==> src/rtl/fifo_pausa_destino_pkg.sv <==
// rtl/fifo_pausa_destino_pkg.sv - shared sizes and default pause thresholds for the destination FIFOs
package fifo_pausa_destino_pkg;

  localparam int DATA_W          = 6;
  localparam int ADDR_W          = 3;
  localparam int DEPTH           = 1 << ADDR_W;
  localparam int UMBRAL_ALTO_DEF = 6;
  localparam int UMBRAL_BAJO_DEF = 2;

  typedef logic [DATA_W-1:0] palabra_t;
  typedef logic [ADDR_W:0]   ocupacion_t;

endpackage

==> src/rtl/fifo_pausa_destino_memoria_fifo.sv <==
// rtl/fifo_pausa_destino_memoria_fifo.sv - dual-port register file, synchronous write, asynchronous read
module memoria_fifo
  import fifo_pausa_destino_pkg::*;
#(
  parameter int MEM_DATA_W = DATA_W,
  parameter int MEM_ADDR_W = ADDR_W
) (
  input  logic                  clk,
  input  logic                  wr_en_i,
  input  logic [MEM_ADDR_W-1:0] wr_addr_i,
  input  logic [MEM_DATA_W-1:0] wr_data_i,
  input  logic [MEM_ADDR_W-1:0] rd_addr_i,
  output logic [MEM_DATA_W-1:0] rd_data_o
);

  localparam int MEM_DEPTH = 1 << MEM_ADDR_W;

  // No reset: contents are meaningless until written, the pointers guard every read.
  logic [MEM_DATA_W-1:0] mem_q [MEM_DEPTH];

  always_ff @(posedge clk) begin
    if (wr_en_i) begin
      mem_q[wr_addr_i] <= wr_data_i;
    end
  end

  assign rd_data_o = mem_q[rd_addr_i];

endmodule

==> src/rtl/fifo_pausa_destino.sv <==
// rtl/fifo_pausa_destino.sv - per-destination output FIFO with hysteresis pause toward the arbiter
module fifo_pausa_destino
  import fifo_pausa_destino_pkg::*;
(
  input  logic              clk,
  input  logic              reset_L,
  input  logic [DATA_W-1:0] D_in,
  input  logic              D_push,
  input  logic              D_pop,
  input  logic [ADDR_W:0]   umbral_alto,
  input  logic [ADDR_W:0]   umbral_bajo,
  output logic [DATA_W-1:0] D_out,
  output logic              D_valid,
  output logic              D_pause,
  output logic              D_empty,
  output logic              D_full,
  output logic              D_error
);

  localparam logic [ADDR_W:0] LLENO = {1'b1, {ADDR_W{1'b0}}};

  logic [ADDR_W-1:0] wr_ptr_q, wr_ptr_d;
  logic [ADDR_W-1:0] rd_ptr_q, rd_ptr_d;
  logic [ADDR_W:0]   count_q, count_d;
  logic [DATA_W-1:0] dout_q, dout_d;
  logic              valid_q, valid_d;
  logic              pause_q, pause_d;
  logic              error_q, error_d;
  logic              push_ok, pop_ok;
  logic [DATA_W-1:0] rd_data;

  memoria_fifo #(
    .MEM_DATA_W (DATA_W),
    .MEM_ADDR_W (ADDR_W)
  ) u_mem (
    .clk       (clk),
    .wr_en_i   (push_ok),
    .wr_addr_i (wr_ptr_q),
    .wr_data_i (D_in),
    .rd_addr_i (rd_ptr_q),
    .rd_data_o (rd_data)
  );

  assign D_empty = (count_q == '0);
  assign D_full  = (count_q == LLENO);
  assign pop_ok  = D_pop & ~D_empty;
  // A pop frees the slot the push needs, so a full FIFO can still take a word.
  assign push_ok = D_push & (~D_full | pop_ok);

  always_comb begin
    wr_ptr_d = push_ok ? wr_ptr_q + 1'b1 : wr_ptr_q;
    rd_ptr_d = pop_ok  ? rd_ptr_q + 1'b1 : rd_ptr_q;
    count_d  = count_q + (ADDR_W+1)'(push_ok) - (ADDR_W+1)'(pop_ok);
    dout_d   = pop_ok ? rd_data : dout_q;
    valid_d  = pop_ok;
    pause_d  = (count_d >= umbral_alto) | (pause_q & (count_d > umbral_bajo));
    error_d  = error_q | (D_push & D_full & ~D_pop) | (D_pop & D_empty);
  end

  always_ff @(posedge clk or negedge reset_L) begin
    if (!reset_L) begin
      wr_ptr_q <= '0;
      rd_ptr_q <= '0;
      count_q  <= '0;
      dout_q   <= '0;
      valid_q  <= 1'b0;
      pause_q  <= 1'b0;
      error_q  <= 1'b0;
    end else begin
      wr_ptr_q <= wr_ptr_d;
      rd_ptr_q <= rd_ptr_d;
      count_q  <= count_d;
      dout_q   <= dout_d;
      valid_q  <= valid_d;
      pause_q  <= pause_d;
      error_q  <= error_d;
    end
  end

  assign D_out   = dout_q;
  assign D_valid = valid_q;
  assign D_pause = pause_q;
  assign D_error = error_q;

endmodule
==> config.mk <==
export PLATFORM = sky130hd
export DESIGN_NAME = fifo_pausa_destino
export DESIGN_NICKNAME = d
export VERILOG_FILES = /design/src/rtl/fifo_pausa_destino_pkg.sv /design/src/rtl/fifo_pausa_destino_memoria_fifo.sv /design/src/rtl/fifo_pausa_destino.sv
export SDC_FILE = /design/constraint.sdc
export NUM_CORES = 1
export LEC_CHECK = 0
export CAP_MARGIN = 25
export CELL_PAD_IN_SITES_DETAIL_PLACEMENT = 0
export CELL_PAD_IN_SITES_GLOBAL_PLACEMENT = 2
export CORE_AREA = 2 2 88 90
export CTS_BUF_LIST = sky130_fd_sc_hd__clkbuf_8 sky130_fd_sc_hd__clkbuf_16
export CTS_CLUSTER_SIZE = 24
export DETAILED_ROUTE_END_ITERATION = 8
export DIE_AREA = 0 0 90 92
export MAX_ROUTING_LAYER = met4
export PLACE_DENSITY_LB_ADDON = 0.1
export SYNTH_ARGS = -nofsm -noshare
export SYNTH_HDL_FRONTEND = slang
export SYNTH_HIERARCHICAL = 1
export SYNTH_SLANG_ARGS = --single-unit
==> constraint.sdc <==
create_clock -name clk -period 3.9 [get_ports clk]
set_input_delay 0.78 -clock clk [delete_from_list [all_inputs] [get_ports clk]]
set_output_delay 0.78 -clock clk [all_outputs]
set_load 0.005 [all_outputs]
### After elaboration in Yosys (flattened, before gate mapping)

Memory sizes are Yosys's and may differ from the RTL's. A register that Yosys moved wholly into a read port is not among the register bits.
Index checks and enable logic that the tools add are counted.

* input bits: 18
* output and inout port bits: 11
* RAM bits: 48
* word-level logic and storage cells: 31
* memories kept: 1
* register bits: 13

* mux-type cells: 2
* equality and inequality tests: 1
* order comparisons: 2
* $add $sub $neg: 4
* bitwise gates (word level): 13
* reduce and logical (&&, ||, !) cells: 2

Memory list
* u_mem.mem_q: words 8, width 6, rd ports 1, clocked after memory_dff 1, write ports 1, RTL line fifo_pausa_destino_memoria_fifo.sv:19 `logic [MEM_DATA_W-1:0] mem_q [MEM_DEPTH];`

Operator list (count)
* $add A3 B1 Y3 const B: 2
* $and A1 B1 Y1: 6
* $add A4 B1 Y4: 1
* $eq A4 B4 Y1 const B: 1
* $ge A4 B4 Y1: 1
* $gt A4 B4 Y1: 1
* $logic_not A4 Y1: 1
* $or A1 B1 Y1: 4
* $sub A4 B1 Y4: 1
* $not A1 Y1: 3
* $mux W1: 2
* $logic_not A1 Y1: 1

### Logic depth before layout (Yosys ltp)

Gate-level depths: netlist of the first run.

* depth in word-level cells: 10
* gate-level depth with buffers: 14
* gate-level depth less buffers: 13

### By module

Netlist of the first run, hierarchy kept.

Modules (own cells, without submodules)
* memoria_fifo: area each 1901.8 um2, cells each 82, instances 1, sequential area each 1441.4 um2
* fifo_pausa_destino: area each 1091.0 um2, cells each 87, instances 1, sequential area each 475.5 um2

### Least setup slack after synthesis of the first run

OpenSTA, ideal clock, no wires.

* path kind: register -> register
* from: reg count_q[2]
* to: reg pause_q, in the netlist D_pause
* required time: 3.761 ns
* path buffers: 1
* setup time: 0.139 ns
* data arrival time: 2.886 ns
* cell stages (with the launch flop): 15
* clock period less this slack: 3.025 ns
* path slack: 0.875 ns
* cell sequence: dfrtp_1 > inv_1 > ha_1 > or3b_4 > nand2_4 > buf_12 > or2_2 > ha_1 > a21o_1 > a21oi_1 > xor2_1 > ha_1 > and4b_1 > a211oi_1 > o221ai_1

* word-level cells in the longest chain between the ends: 10
* elaborated cells between the ends (all ways): 13
* those cells by class: add/sub (2); order compare (2); eq/ne (1); bitwise (7); reduce/logical (1)

Ends and longest elaborated chain
* start: declaration: RTL line fifo_pausa_destino.sv:24 `logic [ADDR_W:0] count_q, count_d;`
* start signal: assignment: RTL line fifo_pausa_destino.sv:72 `count_q <= count_d;`
* $logic_not A4 Y1: RTL line fifo_pausa_destino.sv:44 `assign D_empty = (count_q == '0);`
* $not A1 Y1: RTL line fifo_pausa_destino.sv:46 `assign pop_ok = D_pop & ~D_empty;`
* $and A1 B1 Y1: RTL line fifo_pausa_destino.sv:46
* $or A1 B1 Y1: RTL line fifo_pausa_destino.sv:48 `assign push_ok = D_push & (~D_full | pop_ok);`
* $and A1 B1 Y1: RTL line fifo_pausa_destino.sv:48
* $add A4 B1 Y4: RTL line fifo_pausa_destino.sv:53 `count_d = count_q + (ADDR_W+1)'(push_ok) - (ADDR_W+1)'(pop_ok);`
* $sub A4 B1 Y4 (*): RTL line fifo_pausa_destino.sv:53
* net count_d[3]: RTL line fifo_pausa_destino.sv:24
* $gt A4 B4 Y1: RTL line fifo_pausa_destino.sv:56 `pause_d = (count_d >= umbral_alto) | (pause_q & (count_d > umbral_bajo));`
* $and A1 B1 Y1: RTL line fifo_pausa_destino.sv:56
* $or A1 B1 Y1 (*): RTL line fifo_pausa_destino.sv:56
* net pause_d: RTL line fifo_pausa_destino.sv:27 `logic pause_q, pause_d;`
* end signal: assignment: RTL line fifo_pausa_destino.sv:75 `pause_q <= pause_d;`
* end: declaration: RTL line fifo_pausa_destino.sv:27

The timed path passes the listed nets; every way through them passes the cells marked *.
A chain may end at the register's enable or synchronous reset.

### Final worst setup path of the first run

* from: in D_pop
* to: reg pause_q, in the netlist D_pause

* word-level cells in the longest chain between the ends: 8
* elaborated cells between the ends (all ways): 9
* those cells by class: add/sub (2); order compare (2); bitwise (5)

Ends and longest elaborated chain
* start: declaration: RTL line fifo_pausa_destino.sv:9 `input logic D_pop,`
* $and A1 B1 Y1 (*): RTL line fifo_pausa_destino.sv:46
* $or A1 B1 Y1: RTL line fifo_pausa_destino.sv:48
* $and A1 B1 Y1: RTL line fifo_pausa_destino.sv:48
* $add A4 B1 Y4: RTL line fifo_pausa_destino.sv:53
* $sub A4 B1 Y4 (*): RTL line fifo_pausa_destino.sv:53
* net count_d[2]: RTL line fifo_pausa_destino.sv:24
* $gt A4 B4 Y1: RTL line fifo_pausa_destino.sv:56
* $and A1 B1 Y1: RTL line fifo_pausa_destino.sv:56
* $or A1 B1 Y1 (*): RTL line fifo_pausa_destino.sv:56
* net pause_d: RTL line fifo_pausa_destino.sv:27

Marks and branches as above.

==> impl_metrics.tcl, run 1 <==
set metrics [dict create \
    outcome "complete, no violations" \
    drive_above_1_share 0.192 \
    yosys.area_share.xor_xnor 0.0176 \
    netlist_area_mm2 0.00299 \
    rsz0062_at_grt "no" \
    synth_cells 169 \
    synth_compound_area_frac 0.0259 \
    muxShareOfSynthArea 0.169 \
    vdd_ir_drop_max_mv 0.261 \
    htree_num_levels 3 \
    synth_flop_cell "edfxtp_1" \
    cts_sinks 67 \
    slew_headroom 0.421 \
    critPathLaunchType "primary input" \
    p_clk_frac 0.211 \
    rows 32 \
    clk_pin_slew_worst_paths_ns 0.07 \
    skew_ns 0.00910 \
    synth_adder_area_share 0.0694 \
    die_area_mm2 0.00828 \
    drt-initial-drc-count 61 \
    grt.total_usage 0.149 \
    power_switching_mw 0.861 \
    die_h_um 92 \
    clk_latency_ns 0.34 \
    crit_slowest_cell "clkdlybuf4s50_1" \
    dr.pass1.iters 4 \
    wl_um 5380 \
    dp_hpwl_um 3730 \
    io_pins 29 \
    start_util 0.402 \
    swShare 0.321 \
    cts_tree "done" \
    viasPerCell 4.85 \
    critPathCaptureType "flop" \
    path_max_fanout 4 \
    seq_power_share 0.411 \
    holdPathStages 1 \
    async_flop_share 0.284 \
    r2r_cells 12 \
    cts_root_buf "clkbuf_8" \
    overflow 0 \
    ys_seq_area_frac 0.640 \
    min_period_ns 3.32 \
    whs_ns 0.461 \
    yosysUniqueCellTypes 33 \
    leakage_nw 1.41 \
    grt_max_degree 20 \
    tightest_slew_ns 0.866 \
    crit_top_cell "ha_1" \
    synthesis.nets 203 \
    dp_slack_ns 0.274 \
    tns_ns 0 \
    crit_buf_inv 1 \
    synth-simple-area-share 0.0485 \
    required_ns 4.10 \
    synth-seq-cells 67 \
    grt_pass1_vias 1585 \
    vias 1527 \
    hold_buffers 0 \
    gp_congestion 0.848 \
    grt_pass1_wl_um 8560 \
    setup_viol 0 \
    numCtsBuffers 9 \
    cts.path.max_buffers 2 \
    die_w_um 90 \
    portBuffers 28 \
    finalWorstSetupSlack_ns 0.580 \
    num_antenna_cells 0 \
    cts_setup_buffers 0 \
    cp_cell_sequence "clkdlybuf4s50_1 > nand2b_1 > a21bo_2 > mux2i_1 > ha_1 > fa_1 > xor2_1 > ha_1 > and4b_1 > a211oi_1 > o221ai_1" \
    synth_top_family_by_area "multiplexers" \
    slowest_delay_ns 0.50 \
    power_density_mw_per_mm2 747 \
    synth_warnings 6 \
    path_class "in -> reg" \
    synth-edff-count 48 \
    drcViolationCount 0 \
    hold_viol 0 \
    slew_viol_final 0 \
    wl_per_cell_um 17.1 \
    fin_nets 242 \
    coreArea_mm2 0.00745 \
    post_cts_resized 0 \
    antenna_found_initial 0 \
    crit_family "adder cells" \
    p_int_mw 1.82 \
    syn_avg_cell_area_um2 17.7 \
    crit_arrival_ns 3.52 \
    combPwrFrac 0.378 \
    antenna_left 0 \
    cp.depth 11 \
    timing.final.crit_share 0.851 \
    hold_path.class "reg -> reg" \
    cap_violations 0 \
    fmax_mhz 301 \
    syn_to_final_growth_pct 20.0 \
]
==> power by group through the flow <==
| stage | clock, mW | combinational (mW) | sequential [mW] |
|---|---|---|---|
| 2_1_floorplan | 0 | 0.740 | 1.04 |
| 3_3_place_gp | 0 | 1.00 | 1.11 |
| 3_5_place_dp | 0 | 1.02 | 1.12 |
| 4_1_cts | 0.587 | 1.03 | 1.10 |
| 5_1_grt | 0.623 | 1.13 | 1.13 |
| 6_report | 0.567 | 1.02 | 1.10 |
==> path summary, 6_finish.rpt <==
| path | start | endpoint | slack [ns] |
|---|---|---|---|
| min in group asynchronous | reset_L | D_out[4] | 0.93 |
| max | D_pop | D_pause | 0.58 |
| min | D_error | D_error | 0.46 |
| max in group asynchronous | reset_L | wr_ptr_q[0] | 2.43 |
| max reg2reg | count_q[2] | D_pause | 0.73 |
| min reg2reg | D_error | D_error | 0.46 |
==> area by class of cell <==
| cell class | count | area, µm² |
|---|---|---|
| fillers | 656 | 3850 |
| flip-flops and latches | 67 | 1920 |
| well taps | 102 | 128 |
| repair buffers | 32 | 310 |
| clock inverters | 7 | 76.3 |
| inverters | 13 | 48.8 |
| clock buffers | 9 | 124 |
| multi-input cells | 85 | 988 |
==> kinds of logic after synthesis <==
| group | Yosys count |
|---|---|
| buffers and inverters | 17 |
| AOI/OAI and AO/OA | 11 |
| and+or+nand+nor | 25 |
| muxes | 27 |
| DFF | 67 |
| adders and majority gates | 16 |
| xor gates and xnor gates | 6 |
==> registers in the layout, indices dropped and copies added, names as in the netlist <==
signal and cells:
count_q 4, u_mem/mem_q 48, rd_ptr_q 3, D_pause 1, D_valid 1, D_error 1
D_out 6, wr_ptr_q 3
==> routing by layer <==
| layer | global-route usage | vias up | part of all wire |
|---|---|---|---|
| li1 | - | 731 | - |
| met1 | 0.181 | 760 | 0.46 |
| met2 | 0.226 | 27 | 0.49 |
| met3 | 0.0477 | 9 | 0.029 |
| met4 | 0.0769 | 0 | 0.021 |
| met5 | - | - | 0 |
==> layout by cell type, fill, tap and decap left out, drive strengths merged, types with 2 or more instances in the layout <==
cell | Yosys | routed
edfxtp | 48 | 48
clkdlybuf4s50 | 0 | 28
dfrtp | 19 | 19
ha | 15 | 15
inv | 13 | 14
mux2 | 14 | 14
mux4 | 12 | 12
clkbuf | 1 | 9
nor2 | 6 | 6
nand2 | 6 | 6
nand2b | 5 | 5
a21oi | 4 | 4
buf | 3 | 4
a21o | 4 | 4
xor2 | 3 | 3
xnor2 | 3 | 3
clkinv | 0 | 3
clkinvlp | 0 | 2
nor3 | 2 | 2
==> cell usage after synthesis, types with 2 or more instances <==
cell type	number	share of area
xor2_1	3	0.0088
nand2_1	5	0.0063
mux2_2	8	0.030
inv_1	12	0.015
mux4_1	12	0.11
mux2_4	6	0.030
a21oi_1	4	0.0067
nor3_1	2	0.0033
ha_1	15	0.063
nor2_1	6	0.0075
nand2b_1	5	0.010
dfrtp_1	19	0.16
a21o_1	3	0.0075
edfxtp_1	48	0.48
xnor2_1	3	0.0088
==> metrics by stage <==
step	utilization	std cells	cell area [µm²]	total power, mW
floorplan	-	169	2990	1.78
global placement	0.455	299	3390	2.11
detailed placement	0.455	299	3390	2.14
CTS	0.482	315	3590	2.72
global route	0.482	315	3590	2.88
finish	0.482	315	3590	2.68
(Power assumes the default switching activity.)
==> run 2: changes to the inputs <==
--- a/config.mk
+++ b/config.mk
@@ -13,8 +13,10 @@
 export CTS_CLUSTER_SIZE = 24
 export DETAILED_ROUTE_END_ITERATION = 8
 export DIE_AREA = 0 0 90 92
+export GPL_TIMING_DRIVEN = 0
 export MAX_ROUTING_LAYER = met4
 export PLACE_DENSITY_LB_ADDON = 0.1
+export REMOVE_ABC_BUFFERS = 1
 export SYNTH_ARGS = -nofsm -noshare
 export SYNTH_HDL_FRONTEND = slang
 export SYNTH_HIERARCHICAL = 1
==> run 2 against run 1 <==
Core utilization increased by 0.39 points; design area is 0.80% higher; register-to-register slack worse by 0.11 ns; die area is the same; first-iteration DRC count is 64% higher; sequential share of layout area fell by 0.42 points; setup slack lost 0.14 ns; clock skew up 0.0020 ns; clock power grew 11%; critical path depth did not move.
==> impl_metrics.tcl, run 2 (synthesized netlist as in run 1, its figures left out) <==
set metrics [dict create \
    antenna_left 0 \
    vdd_ir_drop_max_mv 0.313 \
    critPathLaunch "D_pop" \
    hold_viol 0 \
    coreArea_mm2 0.00745 \
    whs_ns 0.460 \
    tns_ns 0 \
    start_util 0.402 \
    slowest_delay_ns 0.58 \
    gp_congestion 0.707 \
    power_density_mw_per_mm2 742 \
    grt.total_usage 0.152 \
    layout_common_cells "48 x edfxtp_1, 28 x clkdlybuf4s50_1, 19 x dfrtp_1, 15 x ha_1, 13 x inv_1" \
    leakage_nw 1.42 \
    antenna_found_initial 0 \
    required_ns 4.11 \
    p_int_mw 1.85 \
    layout_commonest_cell "edfxtp_1" \
    drive_above_1_share 0.184 \
    cts_setup_buffers 0 \
    critPathLaunchType "primary input" \
    slew_headroom 0.426 \
    wl_per_cell_um 17.8 \
    cts_sinks 67 \
    die_h_um 92 \
    slew_viol_final 0 \
    viasPerCell 4.99 \
    hold_path.class "reg -> reg" \
    grt_max_degree 20 \
    post_cts_resized 0 \
    critPathCaptureType "flop" \
    clk_latency_ns 0.34 \
    min_period_ns 3.46 \
    die_w_um 90 \
    min_from "D_error" \
    drt-initial-drc-count 100 \
    cp_cell_sequence "clkdlybuf4s50_1 > nand2_4 > or2_2 > ha_1 > a21o_1 > a21oi_1 > xor2_1 > ha_1 > and4b_1 > a211oi_1 > o221ai_1" \
    outcome "complete, no violations" \
    cts_root_buf "clkbuf_8" \
    combPwrFrac 0.355 \
    num_antenna_cells 0 \
    overflow 0 \
    drcViolationCount 0 \
    timing.final.crit_share 0.886 \
    path_class "in -> reg" \
    rows 32 \
    tightest_slew_ns 0.858 \
    rsz0062_at_grt "no" \
    grt_pass1_vias 1658 \
    power_switching_mw 0.832 \
    vias 1568 \
    fmax_mhz 289 \
    dp_hpwl_um 3760 \
    r2r-start "count_q[2]" \
    crit_slowest_cell "clkdlybuf4s50_1" \
    skew_ns 0.0111 \
    largest_register_ffs 48 \
    io_pins 29 \
    grt_pass1_wl_um 8990 \
    numCtsBuffers 9 \
    p_clk_frac 0.234 \
    swShare 0.310 \
    syn_to_final_growth_pct 21.0 \
    nFillCells 670 \
    crit_top_cell "ha_1" \
    htree_num_levels 3 \
    seq_power_share 0.411 \
    fin_nets 241 \
    cts_tree "done" \
    multi_input_area_um2 988 \
    rrSetupSlack_ns 0.62 \
    post-place-cells 297 \
    hold_buffers 0 \
    wl_um 5590 \
    top_register "u_mem/mem_q" \
    die_area_mm2 0.00828 \
    cap_violations 0 \
    crit_arrival_ns 3.67 \
    portBuffers 28 \
    dr.pass1.iters 4 \
    final_cells 314 \
    finalPower_mw 2.69 \
    cts.path.max_buffers 2 \
    clk_pin_slew_worst_paths_ns 0.07 \
    area.sequential_mm2 0.00192 \
    path_max_fanout 12 \
    setup_viol 0 \
]
## run 2: changes by cell type in the layout (fill, tap and decap cells not counted)
cell and change:
buf_4 -2, clkinv_4 -2, buf_16 +1, bufinv_16 +1, inv_1 +1
## run 2: worst paths after layout
path | end | depth (start not counted)
min in group asynchronous | D_pause | 1
worst max-delay path | D_pause | 11
worst max register to register | D_pause | 13
worst min register to register | D_error | 1
max in group asynchronous | D_out[5] | 2
worst min-delay path | D_error | 1
## run 2: power by group through the flow
stage               sequential (mW)  combinational, mW  clock [mW]
finish                         1.11              0.952       0.629
global route                   1.13               1.08       0.675
CTS                            1.11              0.966       0.644
detailed placement             1.13              0.957           0
global placement               1.11              0.929           0
floorplan                      1.07              0.680           0
## run 2: per-stage QoR
stage	util	instance area, µm²	setup WS [ns]
after global routing	0.486	3620	0.241
after global placement	0.451	3360	0.109
final	0.486	3620	0.443
after detailed placement	0.453	3380	0.0708
after floorplan	-	2950	0.931
after CTS	0.483	3590	0.439
## run 2: final cells by class
type	instances	share of cell area
repair buffers	31	0.0892
clock inverters	7	0.0256
multi-input cells	85	0.273
clock buffers	9	0.0342
inverters	13	0.0135
flip-flops and latches	67	0.529
well taps	102	0.0352
## run 2: worst max-delay path, delay by kind of cell
kind / cells / cell delay (ns)
compound gates: 4 / 0.70
xor+xnor: 1 / 0.28
fa+ha+maj: 2 / 0.59
buf+inv: 1 / 0.58
simple gates: 3 / 0.75
## run 2: layer usage
layer | track usage | vias to the layer above | share of wire
met5 | - | - | 0
met3 | 0.0362 | 13 | 0.041
met4 | 0.0756 | 0 | 0.025
met1 | 0.179 | 795 | 0.42
met2 | 0.247 | 34 | 0.51
li1 | - | 726 | -
